--- config.mk ---
export PLATFORM = sky130hd
export DESIGN_NAME = vga_sync_to_count
export DESIGN_NICKNAME = d
export VERILOG_FILES = /design/src/rtl/vga_sync_to_count_pkg.sv /design/src/rtl/vga_sync_to_count_sync_edge_detect.sv /design/src/rtl/vga_sync_to_count.sv
export SDC_FILE = /design/constraint.sdc
export NUM_CORES = 1
export LEC_CHECK = 0
export CAP_MARGIN = 0
export CORE_MARGIN = 3
export CORE_UTILIZATION = 47
export DETAILED_ROUTE_END_ITERATION = 10
export PLACE_DENSITY = 0.7
export SLEW_MARGIN = 20
export SYNTH_ARGS = -nofsm -noshare
export SYNTH_HDL_FRONTEND = slang
export SYNTH_SLANG_ARGS = --single-unit
--- constraint.sdc ---
create_clock -name i_Clk -period 4.9 [get_ports i_Clk]
set_input_delay 1.225 -clock i_Clk [delete_from_list [all_inputs] [get_ports i_Clk]]
set_output_delay 1.225 -clock i_Clk [all_outputs]
set_load 0.05 [all_outputs]
--- src/rtl/vga_sync_to_count_pkg.sv ---
// Shared VGA timing constants and lock FSM encoding for the sync generator and sync-to-count receiver.
package vga_sync_to_count_pkg;

   localparam int VGA_TOTAL_COLS  = 800;
   localparam int VGA_TOTAL_ROWS  = 525;
   localparam int VGA_ACTIVE_COLS = 640;
   localparam int VGA_ACTIVE_ROWS = 480;
   localparam int CNT_W           = 10;

   typedef enum logic [1:0] {
      ST_SEARCH = 2'd0,
      ST_VERIFY = 2'd1,
      ST_LOCKED = 2'd2
   } sync_state_e;

endpackage

--- src/rtl/vga_sync_to_count_sync_edge_detect.sv ---
// Rising-edge detector for one sync line; the history flop resets high so a sync
// already asserted when reset releases is not taken as an edge.
module sync_edge_detect
   import vga_sync_to_count_pkg::*;
(
   input  logic i_Clk,
   input  logic i_Reset,
   input  logic i_Sync,
   output logic o_Rise
);

   logic prev_q, prev_d;

   always_comb begin
      prev_d = i_Sync;
   end

   always_ff @(posedge i_Clk) begin
      if (i_Reset) prev_q <= 1'b1;
      else         prev_q <= prev_d;
   end

   assign o_Rise = i_Sync & ~prev_q;

endmodule

--- src/rtl/vga_sync_to_count.sv ---
// Regenerates column/row counts from an incoming active-high HSync/VSync stream,
// checks its timing against the configured totals and reports lock.
module vga_sync_to_count
   import vga_sync_to_count_pkg::*;
#(
   parameter int TOTAL_COLS  = VGA_TOTAL_COLS,
   parameter int TOTAL_ROWS  = VGA_TOTAL_ROWS,
   parameter int ACTIVE_COLS = VGA_ACTIVE_COLS,
   parameter int ACTIVE_ROWS = VGA_ACTIVE_ROWS,
   parameter int LOCK_FRAMES = 2
) (
   input  logic             i_Clk,
   input  logic             i_Reset,
   input  logic             i_HSync,
   input  logic             i_VSync,
   output logic             o_HSync,
   output logic             o_VSync,
   output logic [CNT_W-1:0] o_Col_Count,
   output logic [CNT_W-1:0] o_Row_Count,
   output logic             o_Locked,
   output logic             o_Sync_Err
);

   if (TOTAL_COLS < 2 || TOTAL_COLS > 1024 || TOTAL_ROWS < 2 || TOTAL_ROWS > 1024 ||
       ACTIVE_COLS >= TOTAL_COLS || ACTIVE_ROWS >= TOTAL_ROWS || LOCK_FRAMES < 1) begin : g_bad_cfg
      $error("vga_sync_to_count: invalid timing parameters");
   end

   localparam int GW = $clog2(LOCK_FRAMES + 1);
   localparam logic [CNT_W-1:0] COL_LAST = CNT_W'(TOTAL_COLS - 1);
   localparam logic [CNT_W-1:0] ROW_LAST = CNT_W'(TOTAL_ROWS - 1);

   logic             hs_rise, vs_rise;
   logic             hs_q, hs_d, vs_q, vs_d;
   logic             aligned_q, aligned_d;
   logic             err_q, err_d;
   logic [CNT_W-1:0] col_q, col_d, row_q, row_d;
   logic [GW-1:0]    good_q, good_d;
   sync_state_e      state_q, state_d;
   logic             line_end, frame_end, err;

   sync_edge_detect u_hs_edge (
      .i_Clk   (i_Clk),
      .i_Reset (i_Reset),
      .i_Sync  (i_HSync),
      .o_Rise  (hs_rise)
   );

   sync_edge_detect u_vs_edge (
      .i_Clk   (i_Clk),
      .i_Reset (i_Reset),
      .i_Sync  (i_VSync),
      .o_Rise  (vs_rise)
   );

   assign line_end  = (col_q == COL_LAST);
   assign frame_end = line_end & (row_q == ROW_LAST);
   assign err       = (hs_rise ^ line_end) | (vs_rise ^ frame_end);

   // Counters hold at zero until the first frame start after reset, so a
   // mid-frame reset release never produces counts for an unknown position.
   always_comb begin
      hs_d      = i_HSync;
      vs_d      = i_VSync;
      aligned_d = aligned_q | vs_rise;
      col_d     = col_q;
      row_d     = row_q;
      if (vs_rise) begin
         col_d = '0;
         row_d = '0;
      end else if (aligned_q) begin
         if (line_end) begin
            col_d = '0;
            row_d = (row_q == ROW_LAST) ? '0 : row_q + CNT_W'(1);
         end else begin
            col_d = col_q + CNT_W'(1);
         end
      end
   end

   always_comb begin
      state_d = state_q;
      good_d  = good_q;
      err_d   = 1'b0;
      case (state_q)
         ST_SEARCH: begin
            if (vs_rise) begin
               state_d = ST_VERIFY;
               good_d  = '0;
            end
         end
         ST_VERIFY, ST_LOCKED: begin
            if (err) begin
               err_d   = 1'b1;
               good_d  = '0;
               state_d = vs_rise ? ST_VERIFY : ST_SEARCH;
            end else if (vs_rise && state_q == ST_VERIFY) begin
               good_d = good_q + GW'(1);
               if (int'(good_q) + 1 == LOCK_FRAMES) state_d = ST_LOCKED;
            end
         end
         default: begin
            state_d = ST_SEARCH;
            good_d  = '0;
         end
      endcase
   end

   always_ff @(posedge i_Clk) begin
      if (i_Reset) begin
         hs_q      <= 1'b0;
         vs_q      <= 1'b0;
         aligned_q <= 1'b0;
         err_q     <= 1'b0;
         col_q     <= '0;
         row_q     <= '0;
         good_q    <= '0;
         state_q   <= ST_SEARCH;
      end else begin
         hs_q      <= hs_d;
         vs_q      <= vs_d;
         aligned_q <= aligned_d;
         err_q     <= err_d;
         col_q     <= col_d;
         row_q     <= row_d;
         good_q    <= good_d;
         state_q   <= state_d;
      end
   end

   assign o_HSync     = hs_q;
   assign o_VSync     = vs_q;
   assign o_Col_Count = col_q;
   assign o_Row_Count = row_q;
   assign o_Locked    = (state_q == ST_LOCKED);
   assign o_Sync_Err  = err_q;

endmodule

; Word-level counts from Yosys, hierarchy flattened
; Cells that the tools add are included.
[word_totals]
ff_bits = 30
latchBits = 0
ramBits = 0
mem_bits_ro = 0
in_bits = 4
output_inout_bits = 24
wordCells = 53
n_memories = 0
[op_classes]
n_addsub = 4
n_mul = 0
div = 0
magnitude_cmp = 0
eq_ne = 8
n_shift = 0
n_mux = 13
n_bitwise = 10
reduce_logical = 8
[op_table]
columns = operator, n
row1 = $add A10 B1 Y10 const B, 2
row2 = $eq A10 B10 Y1 const B, 2
row3 = $mux W10, 2
row4 = $mux W2, 7
row5 = $pmux W2 S2, 2
row6 = $ne A3 B3 Y1 const B, 2
row7 = $reduce_or A2 Y1, 3
row8 = $reduce_and A2 Y1, 2
row9 = $add A2 B1 Y3 const B, 1
row10 = $and A1 B1 Y1, 3
row11 = $eq A3 B2 Y1 const B, 1
row12 = $not A1 Y1, 3
row13 = $reduce_and A3 Y1, 1
row14 = $add A2 B1 Y2 const B, 1
row15 = $eq A2 B1 Y1 const B, 1
row16 = $eq A2 B2 Y1 const B, 1
row17 = $logic_not A2 Y1, 1
row18 = $mux W1, 2
row19 = $ne A2 B2 Y1 const B, 1
row20 = $or A1 B1 Y1, 2
row21 = $xor A1 B1 Y1, 2
row22 = $logic_and A1 B1 Y1, 1

; Longest topological paths before layout
; Gate-level depths: netlist (run 1).
[depth]
word_depth = 6
mapped_depth = 7
depth_no_buf = 7

; Hierarchy
; A second synthesis (run 1) with hierarchy kept.
[hier_totals]
hier_cells = 180
area_unflattened_um2 = 1545.2
[by_module_without_submodules]
columns = mod, n_inst, cells_each, area_each_um2, seq_area_each_um2
row1 = vga_sync_to_count, 1, 174, 1480.2, 560.5
row2 = sync_edge_detect, 2, 3, 32.5, 20.0

; Least setup slack after synthesis (run 1)
; Ideal clock, no wire load.
[synth_path]
path_kind = in2reg
startpoint = in i_VSync
endpoint = reg state_q[0]
setup_time_ns = 0.121
arrival_ns = 2.353
required_time_ns = 4.779
slack_ns = 2.426
path_stages = 6
n_path_buf = 1
cell_sequence = nor2b_1 -> clkbuf_1 -> a31oi_1 -> o21bai_1 -> a21oi_1 -> mux2_2
[synth_between]
elab_chain_len = 5
elab_cells_between_ends = 11
classes_between = eq/ne (3) / mux (3) / bitwise (3) / reduce/logical (2)
[synth_lines]
columns = element, line
row1 = start: declaration, vga_sync_to_count.sv:15  ; input logic i_VSync,
row2 = $and A1 B1 Y1 (*), vga_sync_to_count_sync_edge_detect.sv:23  ; assign o_Rise = i_Sync & ~prev_q;
row3 = $xor A1 B1 Y1, vga_sync_to_count.sv:58  ; assign err = (hs_rise ^ line_end) | (vs_rise ^ frame_end);
row4 = $or A1 B1 Y1, vga_sync_to_count.sv:58
row5 = $ne A3 B3 Y1 (no line) / $mux W2 (equally long branches), --
row6 = $reduce_and A3 Y1 (no line) / $pmux W2 S2 (equally long branches), --
row7 = end signal: assignment, vga_sync_to_count.sv:127  ; state_q <= state_d;
row8 = end: declaration, vga_sync_to_count.sv:39  ; sync_state_e state_q, state_d;
; Every way passes the cells marked *; elsewhere a longest branch is shown, timed or not.
; A chain may end at the register's enable or synchronous reset.

; Final worst setup path (run 1)
[layout_path]
startpoint = reg state_q[0]
endpoint = out o_Locked
[layout_between]
elab_chain_len = 1
[layout_lines]
columns = element, line
row1 = $eq A2 B2 Y1, vga_sync_to_count.sv:135  ; assign o_Locked = (state_q == ST_LOCKED);
row2 = end: declaration, vga_sync_to_count.sv:20  ; output logic o_Locked,
; No other way between the ends.

==> results.sh, run 1 <==
export IMPL_layout_commonest_cell="dfxtp_1"
export IMPL_ir_drop_v=0.000162
export IMPL_p_leak_nw=0.677
export IMPL_synth_top_area_cell="dfxtp_1"
export IMPL_mostFrequentLayoutCells="30 x dfxtp_1, 27 x clkdlybuf4s50_1, 26 x nor2_1, 13 x nand2_1, 10 x xnor2_1"
export IMPL_die_h_um=62.8
export IMPL_cts_buffer_depth=2
export IMPL_clk_pin_slew_ps=100
export IMPL_setup_viol=0
export IMPL_yosysWarnings=0
export IMPL_period_share=0.602
export IMPL_netlist_top_cells_area="dfxtp_1 40%, ha_1 6.6%, nor2_1 6.4%"
export IMPL_firstDrtPassIters=4
export IMPL_ctsHoldBuffers=0
export IMPL_synth_cell_type_count=42
export IMPL_clockRootBuffer="clkbuf_4"
export IMPL_diodes=0
export IMPL_hold_ws_ps=476
export IMPL_cts_resized=0
export IMPL_dpl_hpwl_um=2330
export IMPL_cts_tree="built"
export IMPL_final_nets=218
export IMPL_num_io_pins=28
export IMPL_grt_pass1_vias=1304
export IMPL_avgSynthCellArea_um2=8.67
export IMPL_synth_edf_count=0
export IMPL_antenna_found_initial=0
export IMPL_switching_power_mw=0.144
export IMPL_cpMaxStageDelayCell="clkdlybuf4s50_1"
export IMPL_rows=19
export IMPL_power_density_nw_per_um2=265
export IMPL_max_freq_mhz=339
export IMPL_synth_top_cell_area_share=0.396
export IMPL_end_kind="output pin"
export IMPL_sw_frac_of_total=0.289
export IMPL_synth_cell_area_um2=1520
export IMPL_synth_seq_cells=30
export IMPL_place_congestion=0.814
export IMPL_drive_gt1_frac=0.0870
export IMPL_grt_pass1_wl_um=5640
export IMPL_grt_overflow=0
export IMPL_rsz0062_at_grt="no"
export IMPL_drv_slew=0
export IMPL_start_util=0.519
export IMPL_drc=0
export IMPL_max_slew_worst_pin_slew_ps=548
export IMPL_syn_inst=175
export IMPL_die_area_um2=3940
export IMPL_drt_vias_per_instance=5.26
export IMPL_cts_sinks=30
export IMPL_outcome="finished, final reports clean"
export IMPL_finalClockSkew_ps=11.4
export IMPL_power_combinational_fraction=0.168
export IMPL_hold_path_class="reg2reg"
export IMPL_critPathMaxFanout=3
export IMPL_slew_headroom=0.630
export IMPL_portBuffers=27
export IMPL_design_core_area_um2=2920
export IMPL_fp_dieW_um=62.8
export IMPL_clkPwrFrac=0.315
export IMPL_grt_max_degree=12
export IMPL_ys_flop_type="dfxtp_1"
export IMPL_whs_path_depth=1
export IMPL_cp_cell_sequence="inv_1 > ha_1 > clkdlybuf4s50_1"
export IMPL_async_reset_ff_frac=0
export IMPL_slowest_delay_ps=790
export IMPL_wire_per_inst_um=12.7
export IMPL_vias=1309
export IMPL_drt_iter0_markers=77
export IMPL_cap_violations=0
export IMPL_cts_max_level=2
export IMPL_crit_required_ps=3670
export IMPL_p_int_mw=0.355
export IMPL_fin_crit_ps=2950
export IMPL_syn_nets=187
export IMPL_grt_usage=0.176
export IMPL_path_class="reg2out"
export IMPL_fill_cells=280
export IMPL_worstPathArrival_ps=1720
export IMPL_cts_buffers=5
export IMPL_startpoint_type="flip-flop"
export IMPL_r2r_cells=5
export IMPL_ant_nets=0
export IMPL_cts_setup_buffers=0
export IMPL_clkLatencyLatePin_ps=340
export IMPL_final_setup_tns_ps=0
export IMPL_p_total_mw=0.499
export IMPL_drt_total_wl_um=3170
export IMPL_seqPwrFrac=0.517
export IMPL_syn2layout_area_growth_pct=24.4
export IMPL_finalHoldViolations=0
export IMPL_seq_area_frac_synth=0.396
==> power groups by stage <==
stage / clock (mW) / combinational [mW] / sequential (mW)
after CTS: 0.162 / 0.0841 / 0.258
final: 0.158 / 0.0837 / 0.258
after global placement: 0 / 0.0802 / 0.263
after detailed placement: 0 / 0.0828 / 0.264
after global routing: 0.174 / 0.0945 / 0.259
after floorplan: 0 / 0.0558 / 0.269
==> worst max-delay path, delay by kind of cell (launching register included) <==
kind,cells,cell delay (ps)
adder cells (fa/ha/maj),1,150
buffers and inverters,2,890
flip-flops,1,340
==> sequential cells by signal (all words and copies together) (netlist names) <==
signal	count
o_Col_Count	10
o_Row_Count	10
good_q	2
state_q	2
aligned_q	1
o_HSync	1
o_Sync_Err	1
o_VSync	1
u_hs_edge.prev_q	1
u_vs_edge.prev_q	1
==> cells in the mapped netlist, types with 3 or more instances <==
| cell type | count |
|---|---|
| xnor2_1 | 10 |
| mux2i_1 | 4 |
| xor2_1 | 5 |
| nand2_1 | 13 |
| nand3_1 | 4 |
| o21ai_0 | 3 |
| nor2_1 | 26 |
| a21oi_1 | 4 |
| ha_1 | 8 |
| nand4_1 | 7 |
| dfxtp_1 | 30 |
| nor4_1 | 3 |
| or2_2 | 3 |
| nor3_1 | 7 |
| inv_1 | 8 |
| nand2b_1 | 3 |
| and3_1 | 6 |
| nor2b_1 | 4 |
==> cell families after synthesis <==
kind of cell | after synthesis | share of synthesized area
mux | 5 | 0.0338
xor+xnor | 15 | 0.0866
buf+inv | 11 | 0.0281
fa+ha+maj | 8 | 0.0660
simple gates | 89 | 0.317
compound gates | 17 | 0.0726
flops | 30 | 0.396
==> metal layers <==
layer / wire length, um / share of wire / up-vias / GRT usage
li1: - / - / 675 / -
met1: 1530 / 0.48 / 603 / 0.210
met2: 1430 / 0.45 / 24 / 0.289
met3: 140 / 0.044 / 7 / 0.0576
met4: 68 / 0.021 / 0 / 0.0744
met5: 0 / 0 / - / 0
==> path summary, 6_finish.rpt <==
kind,from,to,slack [ps]
worst max register to register,o_Col_Count[5],state_q[0],2670
worst min register to register,good_q[0],good_q[0],480
worst min-delay path,good_q[0],good_q[0],480
worst max-delay path,state_q[0],o_Locked,1950
==> final cells by class <==
class	count	area, um2	share of cell area
clock buffers	7	55.1	0.0292
clock inverters	1	5.00	0.00265
inverters	8	30.0	0.0159
multi-input cells	134	873	0.463
flip-flops and latches	30	601	0.318
well taps	42	52.6	0.0279
repair buffers	27	270	0.143
==> through the flow <==
stage / instances / setup slack, ps / cell area [um2] / utilization
finish: 249 / 1950 / 1890 / 0.645
global route: 249 / 1780 / 1890 / 0.645
CTS: 249 / 1940 / 1890 / 0.645
detailed placement: 241 / 1650 / 1830 / 0.625
global placement: 241 / 1760 / 1830 / 0.625
floorplan: 175 / 2430 / 1520 / -
Note: power is estimated with default switching activity, not from simulation.
==> run 2, diff against run 1 <==
- clock period: 4.9 -> 3.1 ns (I/O delays scaled with it)
==> run 2 against run 1 <==
Against the previous run: highest routed layer unchanged; critical path type unchanged; setup slack got worse by 1300 ps; hold slack got worse by 3.2 ps; via count rose by 1.5%; clock power increased by 34%; first-iteration DRC count is 12% lower; die area unchanged; largest cell class unchanged; combinational power up 58%.
==> results.sh, run 2 (synthesized netlist as in run 1, its figures left out) <==
export IMPL_vias=1329
export IMPL_setup_viol=0
export IMPL_max_freq_mhz=402
export IMPL_ctsHoldBuffers=0
export IMPL_rows=19
export IMPL_clk_pin_slew_ps=100
export IMPL_final_nets=219
export IMPL_hold_ws_ps=473
export IMPL_cts_setup_buffers=0
export IMPL_grt_pass1_wl_um=5650
export IMPL_ir_drop_v=0.000222
export IMPL_cts_buffers=5
export IMPL_multiInputGateArea_um2=873
export IMPL_outcome="finished, final reports clean"
export IMPL_drv_slew=0
export IMPL_cpMaxStageDelayCell="clkdlybuf4s50_1"
export IMPL_firstDrtPassIters=4
export IMPL_portBuffers=27
export IMPL_met3_usage=0.0432
export IMPL_period_share=0.802
export IMPL_fin_crit_ps=2480
export IMPL_power_density_nw_per_um2=400
export IMPL_cts_resized=0
export IMPL_use_met2=0.300
export IMPL_rsz0062_at_grt="no"
export IMPL_post_place_ws_ps=630
export IMPL_max_slew_worst_pin_slew_ps=627
export IMPL_place_congestion=0.818
export IMPL_slew_headroom=0.579
export IMPL_die_h_um=62.8
export IMPL_drc=0
export IMPL_startpoint_type="flip-flop"
export IMPL_path_class="reg2out"
export IMPL_ant_nets=0
export IMPL_die_area_um2=3940
export IMPL_end_kind="output pin"
export IMPL_wire_per_inst_um=12.8
export IMPL_hold_path_class="reg2reg"
export IMPL_dpl_hpwl_um=2380
export IMPL_worstPathArrival_ps=1710
export IMPL_cts_max_level=2
export IMPL_clkLatencyLatePin_ps=320
export IMPL_layoutNonFillerInstCount=249
export IMPL_top_usage_layer="met2"
export IMPL_clockRootBuffer="clkbuf_4"
export IMPL_path_buf_inv=2
export IMPL_slowest_delay_ps=790
export IMPL_grt_pass1_vias=1330
export IMPL_utilization=0.643
export IMPL_grt_max_degree=12
export IMPL_fill_cells=259
export IMPL_setup_ws_ps=615
export IMPL_critPathMaxFanout=3
export IMPL_finalHoldViolations=0
export IMPL_start_util=0.519
export IMPL_cap_violations=0
export IMPL_cts_sinks=30
export IMPL_final_setup_tns_ps=0
export IMPL_grt_overflow=0
export IMPL_diodes=0
export IMPL_antenna_found_initial=0
export IMPL_syn2layout_area_growth_pct=23.9
export IMPL_dpl_cell_count=242
export IMPL_p_leak_nw=0.672
export IMPL_drt_iter0_markers=68
export IMPL_finalClockSkew_ps=13.4
export IMPL_grt_use_met1=0.209
export IMPL_ff_latch_area_um2=601
export IMPL_layout_commonest_cell="dfxtp_1"
export IMPL_cts_tree="built"
export IMPL_mostFrequentLayoutCells="30 x dfxtp_1, 27 x clkdlybuf4s50_1, 26 x nor2_1, 13 x nand2_1, 10 x xnor2_1"
export IMPL_cts_buffer_depth=2
export IMPL_drt_total_wl_um=3200
export IMPL_num_io_pins=28
export IMPL_design_core_area_um2=2920
export IMPL_fp_dieW_um=62.8
export IMPL_cp_top_family="buffers and inverters"
export IMPL_drt_vias_per_instance=5.34
export IMPL_grt_usage=0.176
export IMPL_drive_gt1_frac=0.0821
export IMPL_crit_required_ps=2320
export IMPL_cp_cell_sequence="inv_1 > ha_1 > clkdlybuf4s50_1"
run 2: changes by cell type in the layout (fill, tap and decap cells not counted), sizes merged:
| cell | previous run | this run |
|---|---|---|
| clkinv | 1 | 0 |
| buf | 0 | 1 |
run 2: metal layers:
metal / part of all wire / up-vias
met5: 0 / -
met4: 0.0094 / 0
li1: - / 672
met1: 0.45 / 611
met3: 0.049 / 4
met2: 0.49 / 42
run 2: per-stage QoR:
stage               area, um2  power (mW)
finish                   1880       0.752
global route             1880       0.785
CTS                      1880       0.757
detailed placement       1830       0.546
global placement         1830       0.544
floorplan                1520       0.513
run 2: area by class of cell:
type                       instances  area share
clock buffer                       7      0.0240
inverter                           8      0.0160
multi-input combinational        134       0.465
sequential                        30       0.320
tap                               42      0.0280
timing repair buffer              28       0.148
run 2: worst register-to-register path, cell delays in order, from the launching register on:
cell and delay [ps]:
dfxtp_1 350, or4b_4 590, or3_2 520, o21ai_1 530
nor2_1 110
run 2: final timing paths:
path	startpoint	endpoint	slack, ps	cells after the start
hold / removal	good_q[0]	good_q[0]	470	1
hold reg to reg	good_q[0]	good_q[0]	470	1
setup reg to reg	o_Col_Count[5]	o_Row_Count[4]	870	4
setup / recovery	state_q[0]	o_Locked	620	3
run 2: power by group:
group	switching [mW]	leakage, nW	internal [mW]
logic	0.0777	0.404	0.0540
clock network	0.127	0.0254	0.0855
registers	0.0101	0.243	0.398
==> run 3, diff against run 2 <==
- CORE_UTILIZATION: 47 -> 46
- PLACE_DENSITY: 0.7 -> 0.71
- clock period: 3.1 -> 2.17 ns (I/O delays scaled with it)
==> run 3 against run 2 <==
Against the previous run: critical path depth decreased by 2; setup slack got worse by 560 ps; die area increased by 2.0%; global-route usage increased by 0.70 points; critical endpoint is now o_Row_Count[5]; largest cell class unchanged.
==> results.sh, run 3 (synthesized netlist as in run 1, its figures left out) <==
export IMPL_num_io_pins=28
export IMPL_diodes=0
export IMPL_finalHoldViolations=0
export IMPL_cts_tree="built"
export IMPL_path_buf_inv=1
export IMPL_r2r_end="state_q[0]"
export IMPL_design_core_area_um2=3100
export IMPL_crit_required_ps=1630
export IMPL_cp_top_family="buffers and inverters"
export IMPL_startpoint="o_Row_Count[5]"
export IMPL_slew_headroom=0.656
export IMPL_start_util=0.489
export IMPL_max_freq_mhz=473
export IMPL_placed_cell_area_um2=1890
export IMPL_p_int_mw=0.815
export IMPL_hold_ws_ps=472
export IMPL_portBuffers=27
export IMPL_dpl_hpwl_um=2460
export IMPL_place_congestion=0.884
export IMPL_cap_violations=0
export IMPL_sw_frac_of_total=0.289
export IMPL_power_combinational_fraction=0.180
export IMPL_timing_rr_start="o_Col_Count[6]"
export IMPL_worstPathArrival_ps=1570
export IMPL_grt_overflow=0
export IMPL_drt_total_wl_um=3330
export IMPL_hp_start="good_q[0]"
export IMPL_grt_pass1_vias=1369
export IMPL_drive_gt1_frac=0.158
export IMPL_mostFrequentLayoutCells="26 x nor2_1, 26 x dfxtp_1, 14 x clkdlybuf4s50_1, 13 x nand2_1, 10 x xnor2_1"
export IMPL_cp_num_cells=1
export IMPL_wire_per_inst_um=12.8
export IMPL_cp_endpoint="o_Row_Count[5]"
export IMPL_fin_crit_ps=2110
export IMPL_grt_max_degree=12
export IMPL_path_class="reg2out"
export IMPL_switching_power_mw=0.332
export IMPL_startpoint_type="flip-flop"
export IMPL_hold_path_class="reg2reg"
export IMPL_setup_viol=0
export IMPL_period_share=0.973
export IMPL_clkLatencyLatePin_ps=340
export IMPL_grt_pass1_wl_um=5840
export IMPL_r2r_slack_ps=70
export IMPL_cts_buffers=5
export IMPL_r2r_cells=5
export IMPL_ant_nets=0
export IMPL_cts_buffer_depth=2
export IMPL_cts_max_level=2
export IMPL_final_nets=226
export IMPL_clockRootBuffer="clkbuf_4"
export IMPL_end_kind="output pin"
export IMPL_vias=1367
export IMPL_grt_usage=0.183
export IMPL_fp_dieW_um=63.4
export IMPL_antenna_found_initial=0
export IMPL_rows=20
export IMPL_post_place_ws_ps=-92.0
export IMPL_rsz0062_at_grt="no"
export IMPL_cpMaxStageDelayCell="clkdlybuf4s50_1"
export IMPL_outcome="finished, final reports clean"
export IMPL_final_setup_tns_ps=0
export IMPL_drt_iter0_markers=76
export IMPL_clk_pin_slew_ps=100
export IMPL_design_area_um2=1990
export IMPL_clkPwrFrac=0.312
export IMPL_cp_cell_sequence="clkdlybuf4s50_1"
export IMPL_drt_vias_per_instance=5.28
export IMPL_whs_path_depth=1
export IMPL_power_density_nw_per_um2=576
export IMPL_ir_drop_v=0.000365
export IMPL_slowest_delay_ps=830
export IMPL_max_slew_worst_pin_slew_ps=515
export IMPL_setup_ws_ps=57.7
export IMPL_p_total_mw=1.15
export IMPL_finalClockSkew_ps=12.3
export IMPL_syn2layout_area_growth_pct=31.3
export IMPL_ctsHoldBuffers=0
export IMPL_drv_slew=0
export IMPL_seqPwrFrac=0.508
export IMPL_die_area_um2=4020
export IMPL_cts_sinks=30
export IMPL_die_h_um=63.4
export IMPL_firstDrtPassIters=4
export IMPL_fill_cells=285
export IMPL_p_leak_nw=0.894
export IMPL_drc=0
export IMPL_critPathMaxFanout=5
## run 3: worst min-delay path by stage
stage	endpoint	slack, ps
after floorplan	good_q[0]	450
after global placement	good_q[0]	460
after detailed placement	good_q[0]	460
after CTS	good_q[0]	480
after global routing	good_q[0]	510
final	good_q[0]	470
## run 3: metal layers
| layer | track usage | up-vias | share of wire |
|---|---|---|---|
| met3 | 0.0802 | 8 | 0.061 |
| met2 | 0.297 | 42 | 0.45 |
| met1 | 0.203 | 631 | 0.47 |
| met5 | 0 | - | 0 |
| li1 | - | 686 | - |
| met4 | 0.0863 | 0 | 0.020 |
## run 3: final cells by class
| cell class | count | area (um2) | area share |
|---|---|---|---|
| repair buffers | 35 | 343 | 0.172 |
| inverters | 8 | 30.0 | 0.0151 |
| clock buffers | 7 | 55.1 | 0.0277 |
| well taps | 44 | 55.1 | 0.0277 |
| clock inverters | 1 | 5.00 | 0.00251 |
| flip-flops and latches | 30 | 606 | 0.304 |
| multi-input cells | 134 | 897 | 0.451 |
## run 3: power groups by stage
| stage | registers (mW) | logic (mW) | clock network, mW |
|---|---|---|---|
| after detailed placement | 0.595 | 0.201 | 0 |
| after global routing | 0.585 | 0.226 | 0.388 |
| after floorplan | 0.607 | 0.126 | 0 |
| after CTS | 0.583 | 0.202 | 0.367 |
| after global placement | 0.594 | 0.196 | 0 |
| final | 0.583 | 0.206 | 0.358 |
## run 3: timing repair
item,4_1_cts,5_1_grt
setup buffers,0,0
hold endpoints to repair,0,0
gates cloned,0,0
gates resized for setup,4,13
setup endpoints to repair,4,12
## run 3: through the flow
stage | util | cells
floorplan | - | 175
global placement | 0.610 | 251
finish | 0.642 | 259
CTS | 0.627 | 259
global route | 0.642 | 259
detailed placement | 0.610 | 251
